$ cat config.mk
export PLATFORM = sky130hd
export DESIGN_NAME = booth_mult_arbiter
export DESIGN_NICKNAME = d
export VERILOG_FILES = /design/src/rtl/booth_mult_arbiter.sv
export SDC_FILE = /design/constraint.sdc
export NUM_CORES = 1
export LEC_CHECK = 0
export CAP_MARGIN = 0
export CORE_MARGIN = 2
export CORE_UTILIZATION = 30
export CTS_BUF_LIST = sky130_fd_sc_hd__clkbuf_4 sky130_fd_sc_hd__clkbuf_8 sky130_fd_sc_hd__clkbuf_16
export DETAILED_ROUTE_END_ITERATION = 10
export PLACE_DENSITY = 0.69
export REMOVE_ABC_BUFFERS = 1
export SYNTH_ARGS = -nofsm -noshare
export SYNTH_HDL_FRONTEND = slang
export SYNTH_SLANG_ARGS = --single-unit
$ cat constraint.sdc
create_clock -name clk -period 4.4 [get_ports clk]
set_input_delay 0.88 -clock clk [delete_from_list [all_inputs] [get_ports clk]]
set_output_delay 0.88 -clock clk [all_outputs]
set_load 0.02 [all_outputs]
$ cat src/rtl/booth_mult_arbiter.sv
// booth_mult_arbiter: round-robin front end for one shared, fixed-latency
// signed multiplier. Requester ids ride a tag pipe alongside the multiplier.
// Products land in a show-ahead response FIFO. Issue is credit-limited so
// that FIFO cannot overflow.
// Optional build macro: MUL_ARB_PERF_EN adds issue/stall performance counters.
module booth_mult_arbiter #(
    parameter int N         = 32,
    parameter int NUM_REQ   = 4,
    parameter int MUL_LAT   = 2,
    parameter int RSP_DEPTH = 4
) (
    input  logic                          clk,
    input  logic                          rst,
    input  logic [NUM_REQ-1:0]            req_valid,
    output logic [NUM_REQ-1:0]            req_ready,
    input  logic [NUM_REQ*N-1:0]          req_a,
    input  logic [NUM_REQ*N-1:0]          req_b,
    output logic [N-1:0]                  mul_a,
    output logic [N-1:0]                  mul_b,
    input  logic [2*N-1:0]                mul_p,
    output logic                          rsp_valid,
    input  logic                          rsp_ready,
    output logic [$clog2(NUM_REQ)-1:0]    rsp_id,
    output logic [2*N-1:0]                rsp_prod
`ifdef MUL_ARB_PERF_EN
    ,
    output logic [31:0]                   perf_issue_cnt,
    output logic [31:0]                   perf_stall_cnt
`endif
);

    localparam int IDW = $clog2(NUM_REQ);
    localparam int PW  = (RSP_DEPTH > 1) ? $clog2(RSP_DEPTH) : 1;
    localparam int CW  = $clog2(RSP_DEPTH + 1);
    localparam int EW  = IDW + 2 * N;

    logic [IDW-1:0] rr_ptr;
    logic [IDW-1:0] grant;
    logic           found;
    logic           can_issue;
    logic           issue;
    logic           pop;
    logic [CW-1:0]  credit_cnt;

    logic           tag_v  [MUL_LAT];
    logic [IDW-1:0] tag_id [MUL_LAT];

    logic [EW-1:0]  fifo_mem [RSP_DEPTH];
    logic [PW-1:0]  wr_ptr;
    logic [PW-1:0]  rd_ptr;
    logic [CW-1:0]  fifo_cnt;
    logic           wr_en;

    assign rsp_valid = (fifo_cnt != '0);
    assign pop       = rsp_valid & rsp_ready;
    assign wr_en     = tag_v[MUL_LAT-1];

    // A pop frees a slot this very edge, so it can fund an issue in the same
    // cycle; the FIFO still cannot overflow because the product arrives later.
    assign can_issue = (credit_cnt < CW'(RSP_DEPTH)) | pop;

    // Round-robin search: first valid requester at or after rr_ptr, cyclically.
    always_comb begin : arb_search
        int             idx;
        logic [IDW-1:0] idx_b;
        grant = '0;
        found = 1'b0;
        idx   = 0;
        idx_b = '0;
        for (int k = 0; k < NUM_REQ; k++) begin
            idx = int'(rr_ptr) + k;
            if (idx >= NUM_REQ) begin
                idx = idx - NUM_REQ;
            end
            idx_b = idx[IDW-1:0];
            if (!found && req_valid[idx_b]) begin
                grant = idx_b;
                found = 1'b1;
            end
        end
    end

    // Grant, issue and operand steering; reset forces the multiplier inputs idle.
    always_comb begin
        issue     = rst & found & can_issue;
        req_ready = '0;
        mul_a     = '0;
        mul_b     = '0;
        if (issue) begin
            req_ready = NUM_REQ'(1) << grant;
            mul_a     = req_a[int'(grant)*N +: N];
            mul_b     = req_b[int'(grant)*N +: N];
        end
    end

    // Round-robin pointer advances past the winner only when it actually issues.
    always_ff @(posedge clk or negedge rst) begin
        if (!rst) begin
            rr_ptr <= '0;
        end else if (issue) begin
            rr_ptr <= (grant == IDW'(NUM_REQ - 1)) ? '0 : grant + IDW'(1);
        end
    end

    // Outstanding-work credit: products in the pipe plus entries in the FIFO.
    always_ff @(posedge clk or negedge rst) begin
        if (!rst) begin
            credit_cnt <= '0;
        end else if (issue && !pop) begin
            credit_cnt <= credit_cnt + CW'(1);
        end else if (!issue && pop) begin
            credit_cnt <= credit_cnt - CW'(1);
        end
    end

    // Tag pipe mirrors the multiplier latency so ids meet their products.
    always_ff @(posedge clk or negedge rst) begin
        if (!rst) begin
            for (int s = 0; s < MUL_LAT; s++) begin
                tag_v[s]  <= 1'b0;
                tag_id[s] <= '0;
            end
        end else begin
            tag_v[0]  <= issue;
            tag_id[0] <= grant;
            for (int s = 1; s < MUL_LAT; s++) begin
                tag_v[s]  <= tag_v[s-1];
                tag_id[s] <= tag_id[s-1];
            end
        end
    end

    // FIFO storage; contents need no reset since the count gates visibility.
    always_ff @(posedge clk) begin
        if (wr_en) begin
            fifo_mem[wr_ptr] <= {tag_id[MUL_LAT-1], mul_p};
        end
    end

    // FIFO pointers and occupancy; simultaneous write and pop both take effect.
    always_ff @(posedge clk or negedge rst) begin
        if (!rst) begin
            wr_ptr   <= '0;
            rd_ptr   <= '0;
            fifo_cnt <= '0;
        end else begin
            if (wr_en) begin
                wr_ptr <= (wr_ptr == PW'(RSP_DEPTH - 1)) ? '0 : wr_ptr + PW'(1);
            end
            if (pop) begin
                rd_ptr <= (rd_ptr == PW'(RSP_DEPTH - 1)) ? '0 : rd_ptr + PW'(1);
            end
            case ({wr_en, pop})
                2'b10:   fifo_cnt <= fifo_cnt + CW'(1);
                2'b01:   fifo_cnt <= fifo_cnt - CW'(1);
                default: fifo_cnt <= fifo_cnt;
            endcase
        end
    end

    // Show-ahead head of FIFO; zero while empty so reset values are clean.
    always_comb begin
        rsp_id   = '0;
        rsp_prod = '0;
        if (rsp_valid) begin
            {rsp_id, rsp_prod} = fifo_mem[rd_ptr];
        end
    end

`ifdef MUL_ARB_PERF_EN
    // Saturating issue and credit-stall counters.
    always_ff @(posedge clk or negedge rst) begin
        if (!rst) begin
            perf_issue_cnt <= '0;
            perf_stall_cnt <= '0;
        end else begin
            if (issue && (perf_issue_cnt != '1)) begin
                perf_issue_cnt <= perf_issue_cnt + 32'd1;
            end
            if ((|req_valid) && !can_issue && (perf_stall_cnt != '1)) begin
                perf_stall_cnt <= perf_stall_cnt + 32'd1;
            end
        end
    end
`endif

endmodule

**Yosys cells after proc, flatten, opt, wreduce, memory -nomap -nowiden**

Memory sizes are Yosys's and may differ from the RTL's.
Index checks and enable logic that the tools add are counted.

- $add $sub $neg: 14
- Order comparisons: 9
- Equality and inequality tests: 5
- Shift operators: 3
- Multiplexer cells: 33
- Bitwise gates (word level): 4
- Reductions and logical operators: 13

Operators by type and width:

| kind | number |
|---|---|
| 128-bit by 8-bit variable part select with 32-bit output | 2 |
| 32-bit 2-to-1 mux | 2 |
| 64-bit 2-to-1 mux | 1 |
| 2-bit 2-to-1 mux | 12 |
| 2-bit by 3-bit < comparator with 1-bit output, second input constant | 4 |
| 1-bit 2-to-1 mux | 10 |
| 3-bit >= comparator, second input constant | 3 |
| 1-bit binary-select mux with 2-bit select | 4 |
| 2-bit == test, second input constant | 4 |
| 2-bit by 1-bit subtractor with 2-bit output, second input constant | 4 |
| 2-bit by 1-bit adder with 2-bit output, second input constant | 3 |
| 2-bit by 2-bit adder with 3-bit output, second input constant | 2 |
| 3-bit by 1-bit adder with 3-bit output, second input constant | 2 |
| 3-bit 2-to-1 mux | 2 |
| 3-bit case mux with 2 select lines | 1 |
| 3-bit by 1-bit subtractor with 3-bit output, second input constant | 2 |
| 1-bit logical AND | 5 |
| 1-bit zero test | 5 |
| 4-bit 2-to-1 mux | 1 |
| 2-bit nonzero test | 2 |
| 1-bit by 2-bit << shifter with 4-bit output, first input constant | 1 |
| 2-bit by 1-bit adder with 3-bit output, second input constant | 1 |
| 1-bit bitwise AND | 3 |
| 2-bit by 3-bit >= comparator with 1-bit output, second input constant | 1 |
| 4 further kinds | 4 |

- Register bits: 18
- RAM bits: 264
- Input port bits: 327
- Output and inout port bits: 135
- Word-level logic and storage cells: 91
- Memories: 1

Memories:

| memory | depth | width | rd ports | clocked after memory_dff | write ports | RTL line | text |
|---|---|---|---|---|---|---|---|
| fifo_mem | 4 | 66 | 1 | 0 | 1 | 48 | `logic [EW-1:0] fifo_mem [RSP_DEPTH];` |

**Longest topological paths before layout**

- Depth in word-level cells: 20
- Mapped depth: 8
- Depth with buffers taken out: 8

**Worst setup path after synthesis**

OpenSTA, ideal clock, no wires.

- Path kind: input port to output port
- Start: input port req_valid[1]
- End: output port req_ready[3]
- Arrival time: 2.159 ns
- Required time: 3.520 ns
- Setup slack: 1.361 ns
- Stages: 7
- Path buffers: 2
- Cells stage by stage: mux2_4 o221ai_2 buf_6 buf_4 inv_2 ha_1 and2_2

- Elaborated cells between the ends (all ways): 26
- Those cells by class: shift (1); mux (17); bitwise (2); reduce/logical (6)

RTL lines:

| item | RTL line | text |
|---|---|---|
| start: declaration | 14 | `input logic [NUM_REQ-1:0] req_valid,` |
| 1-bit binary-select mux with 2-bit select | 76 | `if (!found && req_valid[idx_b]) begin` |
| 1-bit 2-to-1 mux (not written as such) | 76 |  |
| 1-bit 2-to-1 mux | 76 |  |
| 1-bit zero test | 76 |  |
| 1-bit logical AND | 76 |  |
| 1-bit 2-to-1 mux | 76 |  |
| 1-bit zero test | 76 |  |
| 1-bit logical AND | 76 |  |
| 1-bit 2-to-1 mux | 76 |  |
| 1-bit zero test | 76 |  |
| 1-bit logical AND | 76 |  |
| 2-bit 2-to-1 mux * | 76 |  |
| named net grant[0] | 38 | `logic [IDW-1:0] grant;` |
| 1-bit by 2-bit << shifter with 4-bit output * | 90 | `req_ready = NUM_REQ'(1) << grant;` |
| 4-bit 2-to-1 mux * | 89 | `if (issue) begin` |
| end: declaration | 15 | `output logic [NUM_REQ-1:0] req_ready,` |

Mark *: on every way through the listed nets, which the timed path passes. The rest lies on a longest branch. The select of a mux whose other input is x is not followed.

**Worst setup path after layout**

- Start: input port req_valid[1]
- End: output port mul_b[8]

- Cells in the longest elaborated chain, start to end: 15
- Elaborated cells between the ends (all ways): 26
- Those cells by class: shift (1); mux (17); bitwise (2); reduce/logical (6)

Ends and longest elaborated chain:

| item | RTL line | text |
|---|---|---|
| branches (longest 14 deep; another with 1-bit binary-select mux with 2-bit select) | - |  |
| 32-bit 2-to-1 mux * | 89 |  |
| end: declaration | 19 | `output logic [N-1:0] mul_b,` |

Every way passes the cells marked *. The select of a mux whose other input is x is not followed.

==> results.toml <==
[cts]
cts_tree = "yes"
postCtsHoldBufs = 0
cts_resized = 0
cts_root_buffer = "clkbuf_16"
cts.path.max_buffers = 3
cts_made_buffers = 26
clk-insertion-delay-late_ps = 530
clkTransAtPathRegs_ps = 60
cts_setup_buffers = 0
htreeDepth = 1
cts.sinks = 282

[die]
rows = 77
ios = 462
die_y_um = 214.6
die-area_sq_um = 46050
core-area_sq_um = 44030
start_util_pct = 30.22
fp.dieW_um = 214.6

[power]
p_leak_nw = 6.980
ir_drop_mv = 0.2869
p_per_area_nw_per_um2 = 592.9
totalPowerFinal_mw = 11.59

[grt]
globalRouteTotalUtil_pct = 16.31
grt_pass1_vias = 9202
grt-ovfl-total = 0
grt_max_degree = 59
antenna_found_initial = 13
grt_pass1_wl_um = 56650

[yosys]
muxShareOfSynthArea_pct = 21.25
synth_top_area_share_pct = 59.59
synth_top_family_by_area = "multiplexers"
synth_edf_count = 264
synth_xor_area_share_pct = 0.3950
yosys.area_share.adder_pct = 1.335
avgSynthCellArea_sq_um = 18.27
synth_compound_area_share_pct = 6.922
synth_area_leader_cell = "edfxtp_1"
synth_simple_gate_area_share_pct = 4.072
synth_cell_types = 41
postSynthCellCount = 728
synth-seq-area-share_pct = 62.97
synth_area_sq_um = 13300
synth_area_leaders = "edfxtp_1 (60%), mux4_2 (11%), mux2i_1 (9.7%)"
ys_ff_latch = 282
synth_ff_type = "edfxtp_1"
synthMostInstantiatedCell = "edfxtp_1"
synth_common_cells = "edfxtp_1 (264), mux2i_1 (129), and2_1 (70)"
synthArstFlopShare_pct = 6.383
ys_warn_count = 0

[finish]
drive_gt1_share_pct = 19.72
syn2layout_area_growth_pct = 47.00
final_util_pct = 44.42
nNetsFinal = 1542

[timing]
setup_ws_ps = 145.2
maxSlewViolCount = 0
relSlewSlack_pct = 23.86
fin_skew_ps = 15.93
finalSetupViolCount = 0
worst_hold_slack_ps = 356.2
fin_crit_sh_pct = 96.70
tightest_slew_ps = 1142
min_period_ps = 4255
rsz0062_at_grt = "no"
fmax_mhz = 235.0
hold_violations = 0

[critical_path]
crit_path_start = "req_valid[1]"
rr_worst_depth = 7
arrival_ps = 3370
critPathTopFamily = "buffers and inverters"
critPathLaunchType = "input port"
critPathBufInv = 4
criticalPathCategory = "input port to output port"
critical-path-max-stage-delay_ps = 660
required_ps = 3520
cp_max_fo = 30
slowest_stage = "clkdlybuf4s50_1"
cp-end-kind = "output port"
r2r_setup_slack_ps = 2180
path_cells = "clkdlybuf4s50_1, mux2_4, o221ai_4, buf_12, buf_12, mux2i_1, o22ai_2, clkdlybuf4s50_1"
crit_cells = 8
r2r-start = "fifo_cnt[1]$_DFFE_PN0P_"

[outcome]
status = "finished, final reports clean"

[placement]
dpl.hpwl_um = 28730
io_buffer_count = 461
gp_congestion = 0.8574
place_ws_ps = 165.3

[hold_path]
hold_class = "register to register"
hold_path_depth = 0
hold_start = "tag_v[1]$_DFF_PN0_"

[routing]
drt-wirelength-per-cell_um = 21.36
ant_nets = 0
drt_first_pass_iters = 5
num_vias = 8535
routed_wl_um = 38940
viasPerCell = 4.682
drcViolationCount = 0
drtIter0Drc = 425

[job]
drv_cap = 0
==> kinds of logic (layout without fill, tap and decap cells) <==
logic type	count (synthesis)	after routing
compound gates	79	79
xor+xnor	6	6
simple gates	87	87
buf+inv	62	556
other cells	0	9
flops	282	282
fa+ha+maj	13	13
mux	199	199
==> metal layers <==
| metal | vias up | GRT usage [%] | wire length (um) |
|---|---|---|---|
| li1 | 3878 | - | - |
| met1 | 4286 | 18.09 | 14560 |
| met2 | 319 | 30.43 | 20950 |
| met3 | 52 | 3.631 | 2448 |
| met4 | 0 | 5.949 | 979 |
| met5 | - | 0 | 0 |
==> final cells by class <==
class | count | area (sq um)
fill | 3928 | 24470
timing repair buffer | 495 | 4960
clock inverter | 14 | 120.1
multi-input combinational | 384 | 4551
tap | 592 | 740.7
sequential | 282 | 8386
antenna | 9 | 22.52
inverter | 13 | 48.80
clock buffer | 34 | 728.2
==> path summary, 6_finish.rpt <==
check / endpoint
hold / removal: wr_en$_DFF_PN0_
setup / recovery: mul_b[8]
max in group asynchronous: rd_ptr[0]$_DFFE_PN0P_
setup reg to reg: credit_cnt[1]$_DFFE_PN0P_
min in group asynchronous: rr_ptr[1]$_DFFE_PN0P_
hold reg to reg: wr_en$_DFF_PN0_
==> state kept, by name, indices dropped and copies added, names as in the netlist, 2 cells and up <==
register,count
rd_ptr,2
tag_id,4
fifo_cnt,3
credit_cnt,3
wr_ptr,2
fifo_mem,264
rr_ptr,2
==> per-stage QoR <==
stage | TNS (ps) | cell area [sq um] | std cells
2_1_floorplan | -254170 | 12950 | 679
3_3_place_gp | 0 | 18690 | 1766
3_5_place_dp | 0 | 18690 | 1766
4_1_cts | 0 | 19530 | 1814
5_1_grt | 0 | 19560 | 1823
6_report | 0 | 19560 | 1823
==> placed cells by master (no fill, tap or decap), types with 2 or more instances in the layout <==
cell / instances
clkdlybuf4s50_1: 447
edfxtp_1: 264
mux2i_1: 129
mux4_2: 66
and2_1: 66
o22ai_2: 60
buf_4: 38
clkbuf_16: 27
dfrtp_1: 16
inv_1: 12
ha_1: 11
buf_12: 10
diode_2: 9
clkbuf_4: 7
o22ai_1: 5
clkinv_1: 5
clkinv_2: 5
and2_2: 4
and2_4: 4
o21ai_0: 4
xor2_1: 4
nor2_1: 3
mux2_2: 3
nand2_1: 2
nand2b_1: 2
a21oi_1: 2
xnor2_1: 2
fa_1: 2
bufinv_16: 2
dfrtp_4: 2
==> report_power, final <==
| part | total (mW) | internal [mW] | leakage, nW | switching, mW |
|---|---|---|---|---|
| clock network | 2.19 | 1.28 | 0.425 | 0.910 |
| logic | 5.66 | 2.89 | 3.93 | 2.77 |
| registers | 3.74 | 3.46 | 2.62 | 0.286 |
No activity file was read; power rests on OpenSTA's default activity.
